### config.mk
export PLATFORM = sky130hd
export DESIGN_NAME = speaker_tone_serializer
export DESIGN_NICKNAME = d
export VERILOG_FILES = /design/src/rtl/spk_pkg.sv /design/src/rtl/tone_square_gen.sv /design/src/rtl/speaker_tone_serializer.sv
export SDC_FILE = /design/constraint.sdc
export NUM_CORES = 1
export LEC_CHECK = 0
export ABC_AREA = 1
export BUFFER_PORTS_ARGS = -buffer_cell sky130_fd_sc_hd__clkbuf_2
export CORE_MARGIN = 4
export CORE_UTILIZATION = 45
export DETAILED_ROUTE_END_ITERATION = 7
export GPL_TIMING_DRIVEN = 1
export MAX_ROUTING_LAYER = met4
export SLEW_MARGIN = 0
export SYNTH_ARGS = -nofsm -noshare
export SYNTH_HDL_FRONTEND = slang
export SYNTH_SLANG_ARGS = --single-unit
export TNS_END_PERCENT = 100
### constraint.sdc
create_clock -name clk -period 3.54 [get_ports clk]
set_input_delay 0.177 -clock clk [delete_from_list [all_inputs] [get_ports clk]]
set_output_delay 0.177 -clock clk [all_outputs]
set_load 0.02 [all_outputs]
### src/rtl/spk_pkg.sv
// Shared constants for the speaker tone serializer: frame geometry, clock
// divider ratios and default widths.
package spk_pkg;

  localparam int DATA_W_DEF = 16;
  localparam int DIV_W_DEF  = 22;

  localparam int FRAME_LEN = 512;
  localparam int SCK_DIV   = 16;
  localparam int MCLK_DIV  = 4;

  localparam logic [15:0] SILENCE_SAMPLE = 16'h0000;

  // Divider bit positions derived from the ratios above.
  localparam int CNT_W    = $clog2(FRAME_LEN);
  localparam int MCLK_BIT = $clog2(MCLK_DIV) - 1;
  localparam int SCK_BIT  = $clog2(SCK_DIV) - 1;
  localparam int LRCK_BIT = CNT_W - 1;

endpackage

### src/rtl/tone_square_gen.sv
// Square-wave tone source: half-period counter, phase bit and the sample
// select between volumn, ~volumn and silence.
module tone_square_gen
  import spk_pkg::*;
#(
  parameter int DATA_W = DATA_W_DEF,
  parameter int DIV_W  = DIV_W_DEF
) (
  input  logic              clk,
  input  logic              rst,
  input  logic [DATA_W-1:0] volumn,
  input  logic [DIV_W-1:0]  note_div,
  input  logic              mute,
  output logic [DATA_W-1:0] sample
);

  logic [DIV_W-1:0] tone_cnt;
  logic             b_clk;
  logic             silent;

  assign silent = (note_div == '0);

  always_ff @(posedge clk or negedge rst) begin
    if (!rst) begin
      tone_cnt <= '0;
      b_clk    <= 1'b0;
    end else if (silent) begin
      tone_cnt <= '0;
      b_clk    <= 1'b0;
    end else if (tone_cnt >= note_div - DIV_W'(1)) begin
      // >= so that a shortened half-period takes effect on the very next clk
      tone_cnt <= '0;
      b_clk    <= ~b_clk;
    end else begin
      tone_cnt <= tone_cnt + DIV_W'(1);
    end
  end

  always_comb begin
    sample = DATA_W'(SILENCE_SAMPLE);
    if (!mute && !silent) begin
      sample = b_clk ? volumn : ~volumn;
    end
  end

endmodule

### src/rtl/speaker_tone_serializer.sv
// Tone-to-DAC serializer: free-running frame divider, per-frame sample load
// and MSB-first shift-out. Define SPK_DUAL_TONE_EN for an independent right tone.
module speaker_tone_serializer
  import spk_pkg::*;
#(
  parameter int DATA_W = DATA_W_DEF,
  parameter int DIV_W  = DIV_W_DEF
) (
  input  logic              clk,
  input  logic              rst,
  input  logic [DATA_W-1:0] volumn,
  input  logic [DIV_W-1:0]  note_div_l,
`ifdef SPK_DUAL_TONE_EN
  input  logic [DIV_W-1:0]  note_div_r,
`endif
  input  logic              mute,
  output logic              mclk,
  output logic              lrck,
  output logic              sck,
  output logic              sdin,
  output logic              frame_start
);

  localparam logic [CNT_W-1:0] CNT_LAST = CNT_W'(FRAME_LEN - 1);

  logic [CNT_W-1:0]    cnt;
  logic [CNT_W-1:0]    cnt_nxt;
  logic [2*DATA_W-1:0] shreg;
  logic [DATA_W-1:0]   left_sample;
  logic [DATA_W-1:0]   right_sample;
  logic                frame_load;
  logic                bit_shift;

  tone_square_gen #(.DATA_W(DATA_W), .DIV_W(DIV_W)) u_tone_l (
    .clk      (clk),
    .rst      (rst),
    .volumn   (volumn),
    .note_div (note_div_l),
    .mute     (mute),
    .sample   (left_sample)
  );

`ifdef SPK_DUAL_TONE_EN
  tone_square_gen #(.DATA_W(DATA_W), .DIV_W(DIV_W)) u_tone_r (
    .clk      (clk),
    .rst      (rst),
    .volumn   (volumn),
    .note_div (note_div_r),
    .mute     (mute),
    .sample   (right_sample)
  );
`else
  assign right_sample = left_sample;
`endif

  assign cnt_nxt    = cnt + CNT_W'(1);
  assign frame_load = (cnt == CNT_LAST);
  assign bit_shift  = &cnt[SCK_BIT:0];

  // Clock outputs track cnt_nxt so each one equals the live divider bit.
  always_ff @(posedge clk or negedge rst) begin
    if (!rst) begin
      cnt         <= '0;
      mclk        <= 1'b0;
      sck         <= 1'b0;
      lrck        <= 1'b0;
      frame_start <= 1'b0;
      shreg       <= '0;
    end else begin
      cnt         <= cnt_nxt;
      mclk        <= cnt_nxt[MCLK_BIT];
      sck         <= cnt_nxt[SCK_BIT];
      lrck        <= cnt_nxt[LRCK_BIT];
      frame_start <= frame_load;
      if (frame_load) begin
        shreg <= {left_sample, right_sample};
      end else if (bit_shift) begin
        shreg <= {shreg[2*DATA_W-2:0], 1'b0};
      end
    end
  end

  assign sdin = shreg[2*DATA_W-1];

endmodule
==> results of run 1 <==
layout make-up:
type | instances | area (um^2) | share of cell area [%]
repair buffers | 51 | 273 | 5.53
clock inverters | 3 | 40.0 | 0.812
clock buffers | 13 | 149 | 3.02
flip-flops and latches | 65 | 1630 | 33.0
inverters | 67 | 251 | 5.10
well taps | 129 | 161 | 3.27
multi-input cells | 425 | 2430 | 49.3
where the power goes:
part | switching [mW] | internal, mW
logic | 0.134 | 0.0937
clock network | 0.280 | 0.343
registers | 0.0336 | 0.762
critical path, delay by kind of cell (launching register included):
family	cells	cell delay [ns]
DFF	1	0.37
AOI/OAI and AO/OA	1	0.14
and+or+nand+nor	6	0.81
buffers and inverters	3	0.92
adders and majority gates	2	0.34
state kept, by name, summed over array words and instances, names as in the netlist:
register and cells:
u_tone_l.tone_cnt 22, cnt 9, frame_start 1, u_tone_l.b_clk 1
shreg 32
worst max path at each step:
stage,startpoint,slack [ns],endpoint,cells past startpoint
floorplan,cnt[1],1.25,shreg[31],12
global placement,note_div_l[0],0.71,u_tone_l.tone_cnt[15],20
detailed placement,note_div_l[0],0.69,u_tone_l.tone_cnt[15],20
CTS,cnt[1],0.82,shreg[2],12
global route,cnt[1],0.49,shreg[25],12
finish,cnt[1],0.84,shreg[24],12
cell families (layout without fill, tap and decap cells):
group	count (synthesis)	in the layout	share of synthesized area, %
AND/OR/NAND/NOR	274	274	28.9
buffers and inverters	84	134	8.11
XOR/XNOR	54	54	10.7
adder cells (fa/ha/maj)	26	26	7.37
AO/OA/AOI/OAI	71	71	8.05
flip-flops	65	65	36.9
layer usage:
| layer | part of all wire [%] | global-route usage (%) | vias up | wire length (um) |
|---|---|---|---|---|
| li1 | - | - | 1929 | - |
| met1 | 51 | 27.1 | 1704 | 4920 |
| met2 | 44 | 26.6 | 68 | 4250 |
| met3 | 4.5 | 4.82 | 7 | 431 |
| met4 | 0.70 | 3.47 | 0 | 68 |
| met5 | 0 | - | - | 0 |
stage by stage:
| stage | total power [mW] | utilization (%) | hold WS (ns) | setup WS [ns] | instance area (um^2) |
|---|---|---|---|---|---|
| 4_1_cts | 1.66 | 52.6 | 0.164 | 0.817 | 4930 |
| 6_report | 1.65 | 52.6 | 0.173 | 0.840 | 4930 |
| 3_3_place_gp | 1.03 | 50.5 | 0.352 | 0.706 | 4730 |
| 2_1_floorplan | 0.951 | - | -0.119 | 1.25 | 4410 |
| 5_1_grt | 1.74 | 52.6 | 0.169 | 0.492 | 4930 |
| 3_5_place_dp | 1.04 | 50.5 | 0.364 | 0.688 | 4730 |
layout by cell type, fill, tap and decap left out, types with 3 or more instances in the layout:
cell	n
clkbuf_2	45
a21oi_1	39
nand3_1	18
nor2_2	19
dfrtp_1	65
nand2_2	4
clkbuf_8	10
nand4_1	23
clkbuf_1	3
inv_1	66
o21ai_0	32
nor2_4	3
nand2_1	101
xor2_1	30
nor2_1	87
xnor2_1	24
ha_1	26
buf_4	5
nor3_1	10
timing repair:
action / in CTS / in global routing
hold buffers: 1 / 0
endpoints found under the hold margin: 27 / 0
buffers inserted: 0 / 0
==> impl_summary.txt, run 1 <==
----------------------------------------------------
[Logic synthesis]
  Flip-flop and latch count after synthesis ... 65
  Cell accounting for the most synthesized area ... dfrtp_1
  Most frequent cells after synthesis ... 101 x nand2_1, 87 x nor2_1, 66 x inv_1
  Summed instance area of the synthesized netlist ... 0.00441 mm^2
  Share of Yosys cell area claimed by the top area cell type ... 36.9%
  Cell variety after synth ... 27
  Most common flop cell mapped by yosys ... dfrtp_1
  Most numerous cell in the Yosys netlist ... nand2_1
  Number of instances in the synthesized netlist ... between 500 and 600
  Seq/Total Area, Yosys ... ~37%
  Number of enable flip-flop cells after synthesis ... 0
  Number of warnings reported in the yosys synthesis log ... 0
  Ys async rst share ... 100%
  Area contributors post-synth ... dfrtp_1 37%, nand2_1 8.6%, nor2_1 7.4%
  Net count after synthesis ... 641
  Syn avg cell area ... 7.69 um^2

[Cells and area]
  Layout cell share with drive strength beyond 1 ... 15.4%
  Final #Nets ... 686
  Layout overhead on the synthesized area ... 11.7%
  Fillers ... between 900 and 1,000
  Number of antenna repair diodes ... 0
  Number of standard cells in the final layout excluding fillers ... 753

[Worst hold path]
  End point of the worst hold path ... shreg[5]
  Hold path cells ... 4
  Class of the most critical hold timing path ... in2reg
  Origin of the worst min-delay path ... volumn[5]

[Die]
  I/O pin cnt ... 46
  Initial standard-cell utilization of the core ... 47.1%
  Vertical extent of the die ... approximately 110 um
  Die Span X ... roughly 110 um
  Number of rows in the core area ... 35
  Die ar. ... 0.0115 mm^2
  Area of the core ... 0.00937 mm^2

[Critical path]
  Destination of the worst register-to-register timing path ... shreg[24]
  Arrival time at the worst endpoint ... 2.97 ns
  Worst EP required ... 3.81 ns
  Startpoint Class ... flop
  Largest incremental delay on the critical path ... 0.38 ns
  Crit Path Class ... reg2reg
  Critical register-to-register path startpoint ... cnt[1]
  Maximum fanout along the worst path ... 33
  Setup slack of the worst register-to-register path ... 0.84 ns
  Endpoint class of the critical path ... flop
  Worst Reg2Reg Path Length in Cells ... 12
  Cells along the critical path ... ha_1 > nand3_1 > nor3b_1 > nand2_1 > nor2_1 > ha_1 > buf_4 > inv_1 > nand2_1 > buf_4 > nor2_1 > a21oi_1
  Master of the slowest instance on the critical path ... inv_1

[Timing]
  Post-route minimum period ... 2.70 ns
  Final setup violating endpoints ... 0
  Number of hold violations in the final report ... 0
  Worst max-slew margin expressed relative to the limit ... 36.6%
  Setup repair after global routing missed its margin ... no
  Max Clock Skew ... 0.00544 ns
  Final max-slew violation count ... 0
  Setup Total Neg Slack ... 0 ns
  Max frequency ... ~370 MHz
  Ratio of final minimum period to clock period ... 76.3%
  Slew at the pin closest to its max-slew limit ... 0.952 ns

[Routing]
  Remaining antenna violation count ... 0
  DRT Wirelength ... between 9 and 10 mm
  Detailed router's first-iteration violation count ... 240
  Total number of vias ... 3,708
  Average routed wire per standard cell ... 12.8 um
  1st-pass router iterations ... 5
  Routed vias/inst ... 4.92
  Detailed-route DRC error count ... 0

[Power]
  Power density over the cells ... 334 mW/mm^2
  Leakage ... 2.34 nW
  IR Drop Worst-Case VDD ... around 0.00025 V

[Clock tree]
  Clock root cell ... clkbuf_8
  Clock slew at reported path FFs ... 0.07 ns
  Post-CTS Resized ... 0
  Clock tree from TritonCTS ... built
  Maximum buffer depth of the clock tree ... 2
  Depth of the CTS H-tree ... 3
  Clock insertion delay at the later pin of the skew report ... around 0.35 ns
  TritonCTS buffer count ... 9
  Num Clock Sinks ... 65

[Global routing]
  Via count of the first global-routing pass ... 3,600
  Total overflow reported by the global router ... 0
  First-pass GRT wire length ... 16.7 mm
  Global-route total usage across every layer ... 18.7%
  Largest net degree at the start of global routing ... 38
  Antenna violations before repair ... 0

[Status]
  Run status ... complete, no violations

[Place]
  Placed instance count ... 736
  Final GP Congestion ... 0.844
  HPWL reported at the end of detailed placement ... 7.39 mm
  Port Buf Inserts ... 45

[Job]
  Number of max-cap violations ... 0

----------------------------------------------------
(Power assumes the default switching activity.)
==> run 2, diff against run 1 <==
clock period = 2.6 ns   (was 3.54 ns; I/O delays follow)
==> impl_summary.txt, run 2 (synthesized netlist as in run 1, its figures left out) <==
----------------------------------------------------
[Die]
  Area of the core ... 0.00937 mm^2 (unchanged)
  Die ar. ... 0.0115 mm^2 (unchanged)
  Number of rows in the core area ... 35 (unchanged)
  I/O pin cnt ... 46 (unchanged)
  Vertical extent of the die ... 107 um (unchanged)
  Initial standard-cell utilization of the core ... 47.1% (unchanged)
  Die Span X ... 107 um (unchanged)

[Routing]
  Max layer used ... met4
  DRT Wirelength ... 9.84 mm (+1.8%)
  Average routed wire per standard cell ... 12.9 um (+0.44%)
  Remaining antenna violation count ... 0 (unchanged)
  Total number of vias ... 3,754 (+1.2%)
  Detailed router's first-iteration violation count ... 174 (-28%)
  Routed met2 length ... 4.55 mm (+6.9%)
  1st-pass router iterations ... 5 (unchanged)
  Sum of routed wire segments on met1 ... 4.90 mm (-0.35%)
  Met3 Routed Length ... 336 um (-22%)
  Routed vias/inst ... 4.92 (about the same)
  Detailed-route DRC error count ... 0 (unchanged)

[Clock tree]
  Setup repair bufs after CTS ... 0 (unchanged)
  Cts hold-fix bufs ... 1 (unchanged)
  Clock slew at reported path FFs ... 0.07 ns (about the same)
  Depth of the CTS H-tree ... 3 (unchanged)
  Clock root cell ... clkbuf_8
  Maximum buffer depth of the clock tree ... 2 (unchanged)
  Clock insertion delay at the later pin of the skew report ... 0.34 ns (about the same)
  Clock tree from TritonCTS ... built
  TritonCTS buffer count ... 9 (unchanged)
  Num Clock Sinks ... 65 (unchanged)
  Post-CTS Resized ... 0 (unchanged)

[Cells and area]
  Most frequent cells in the layout ... 101 x nand2_1, 87 x nor2_1, 66 x inv_1, 65 x dfrtp_1, 45 x clkbuf_2
  Layout overhead on the synthesized area ... 13.6%
  Fillers ... 927 (-5.1%)
  Max reg flops ... 32 (unchanged)
  Number of antenna repair diodes ... 0 (unchanged)
  Largest registers ... shreg (32), u_tone_l.tone_cnt (22), cnt (9)
  Register containing the most flip-flops in the final layout ... shreg
  Final #Nets ... 698 (+1.7%)
  Design Area, Final ... 0.00501 mm^2 (+1.7%)
  Layout cell share with drive strength beyond 1 ... 17.2% (+1.8 points)
  Most frequent standard cell in the layout excluding fill and tap cells ... nand2_1

[Global routing]
  Global-route total usage across every layer ... 18.7% (-0.029 points)
  Antenna violations before repair ... 0 (unchanged)
  Largest net degree at the start of global routing ... 41 (+7.9%)
  Via count of the first global-routing pass ... 3,618 (+0.50%)
  Total overflow reported by the global router ... 0 (unchanged)
  First-pass GRT wire length ... 16.9 mm (+1.2%)

[Power]
  Power consumption ... 2.16 mW (+31%)
  Leakage ... 2.39 nW (+2.3%)
  Power density over the cells ... 431 mW/mm^2 (+29%)
  IR Drop Worst-Case VDD ... 0.000304 V (+24%)

[Critical path]
  Crit Path Class ... in2reg
  Startpoint Class ... input port
  Endpoint class of the critical path ... flop
  Worst EP required ... 2.81 ns (-1.00 ns)
  Arrival time at the worst endpoint ... 2.53 ns (-0.44 ns)
  Maximum fanout along the worst path ... 22 (-33%)

[Worst hold path]
  Class of the most critical hold timing path ... in2reg

[Job]
  Number of max-cap violations ... 0 (unchanged)

[Place]
  Area after DPL ... 0.00483 mm^2 (+2.2%)
  Port Buf Inserts ... 45 (unchanged)
  Post-Place Worst Slack ... -0.0673 ns (-0.755 ns)
  HPWL reported at the end of detailed placement ... 7.65 mm (+3.6%)
  Final GP Congestion ... 0.863 (+2.2%)

[Timing]
  Worst max-slew margin expressed relative to the limit ... 53.7% (+17 points)
  Setup repair after global routing missed its margin ... no
  Max Clock Skew ... 0.00545 ns (+0.0000110 ns)
  Worst hold slack across all endpoints ... 0.136 ns (-0.0373 ns)
  Slew at the pin closest to its max-slew limit ... 0.694 ns (-0.257 ns)
  Post-route minimum period ... 2.32 ns
  Number of hold violations in the final report ... 0 (unchanged)
  Final max-slew violation count ... 0 (unchanged)
  Max frequency ... 431 MHz
  Ratio of final minimum period to clock period ... 89.2%
  Post-route worst setup slack ... 0.282 ns (-0.558 ns)
  Final setup violating endpoints ... 0 (unchanged)

[Status]
  Run status ... complete, no violations

----------------------------------------------------
==> run 2: changes by cell type in the layout (fill, tap and decap cells not counted) <==
| cell | change |
|---|---|
| clkbuf_8 | +1 |
| clkinvlp_4 | +1 |
| bufinv_16 | -1 |
| buf_12 | +1 |
| clkbuf_1 | -3 |
| buf_4 | +11 |
==> run 2: cell type report <==
cell class	instances	area (um^2)	share of cell area, %
inverter	67	251	5.02
timing repair buffer	63	375	7.49
multi-input combinational	425	2430	48.4
clock inverter	3	17.5	0.350
tap	129	161	3.22
clock buffer	11	151	3.02
sequential	65	1630	32.5
==> run 2: worst paths after layout <==
| check | from | end | slack (ns) | cells after the start |
|---|---|---|---|---|
| max in group asynchronous | rst | shreg[6] | 1.59 | 3 |
| hold reg to reg | cnt[0] | cnt[0] | 0.46 | 1 |
| setup / recovery | note_div_l[0] | u_tone_l.tone_cnt[17] | 0.28 | 20 |
| setup reg to reg | cnt[0] | shreg[14] | 0.37 | 11 |
| min in group asynchronous | rst | u_tone_l.tone_cnt[6] | 0.37 | 2 |
| hold / removal | volumn[9] | shreg[25] | 0.14 | 4 |
==> run 2: per-layer routing <==
metal / vias up / GRT usage (%)
met2: 62 / 27.5
met3: 6 / 4.39
li1: 1948 / -
met4: 0 / 2.92
met1: 1738 / 26.8
met5: - / -
==> run 2: per-stage QoR <==
| stage | std cells | util [%] | setup TNS [ns] |
|---|---|---|---|
| final | 763 | 53.5 | 0 |
| after global routing | 763 | 53.5 | 0 |
| after CTS | 763 | 53.5 | 0 |
| after detailed placement | 748 | 51.6 | -0.672 |
| after global placement | 748 | 51.6 | 0 |
| after floorplan | 574 | - | 0 |
==> run 2: where the power goes <==
group	switching [mW]	leakage [nW]	total, mW	internal [mW]
registers	0.0414	0.730	1.08	1.04
clock network	0.371	0.0871	0.755	0.384
logic	0.191	1.57	0.324	0.134
total	0.603	2.39	2.16	1.56
==> run 2: worst max-delay path, cell delays in order <==
cell and delay [ns]:
clkbuf_2 0.08, inv_1 0.10, ha_1 0.21, nand2_2 0.11, inv_1 0.07, nand2_1 0.07, nor2_1 0.21, nand2_1 0.10
xor2_1 0.14, inv_1 0.06, ha_1 0.26, nand2_1 0.05, nor2_1 0.15, nand2_1 0.10, nor2_1 0.11, nand2_1 0.08
nand3_1 0.10, nor2_2 0.06, nand2_4 0.24, nor2_1 0.09
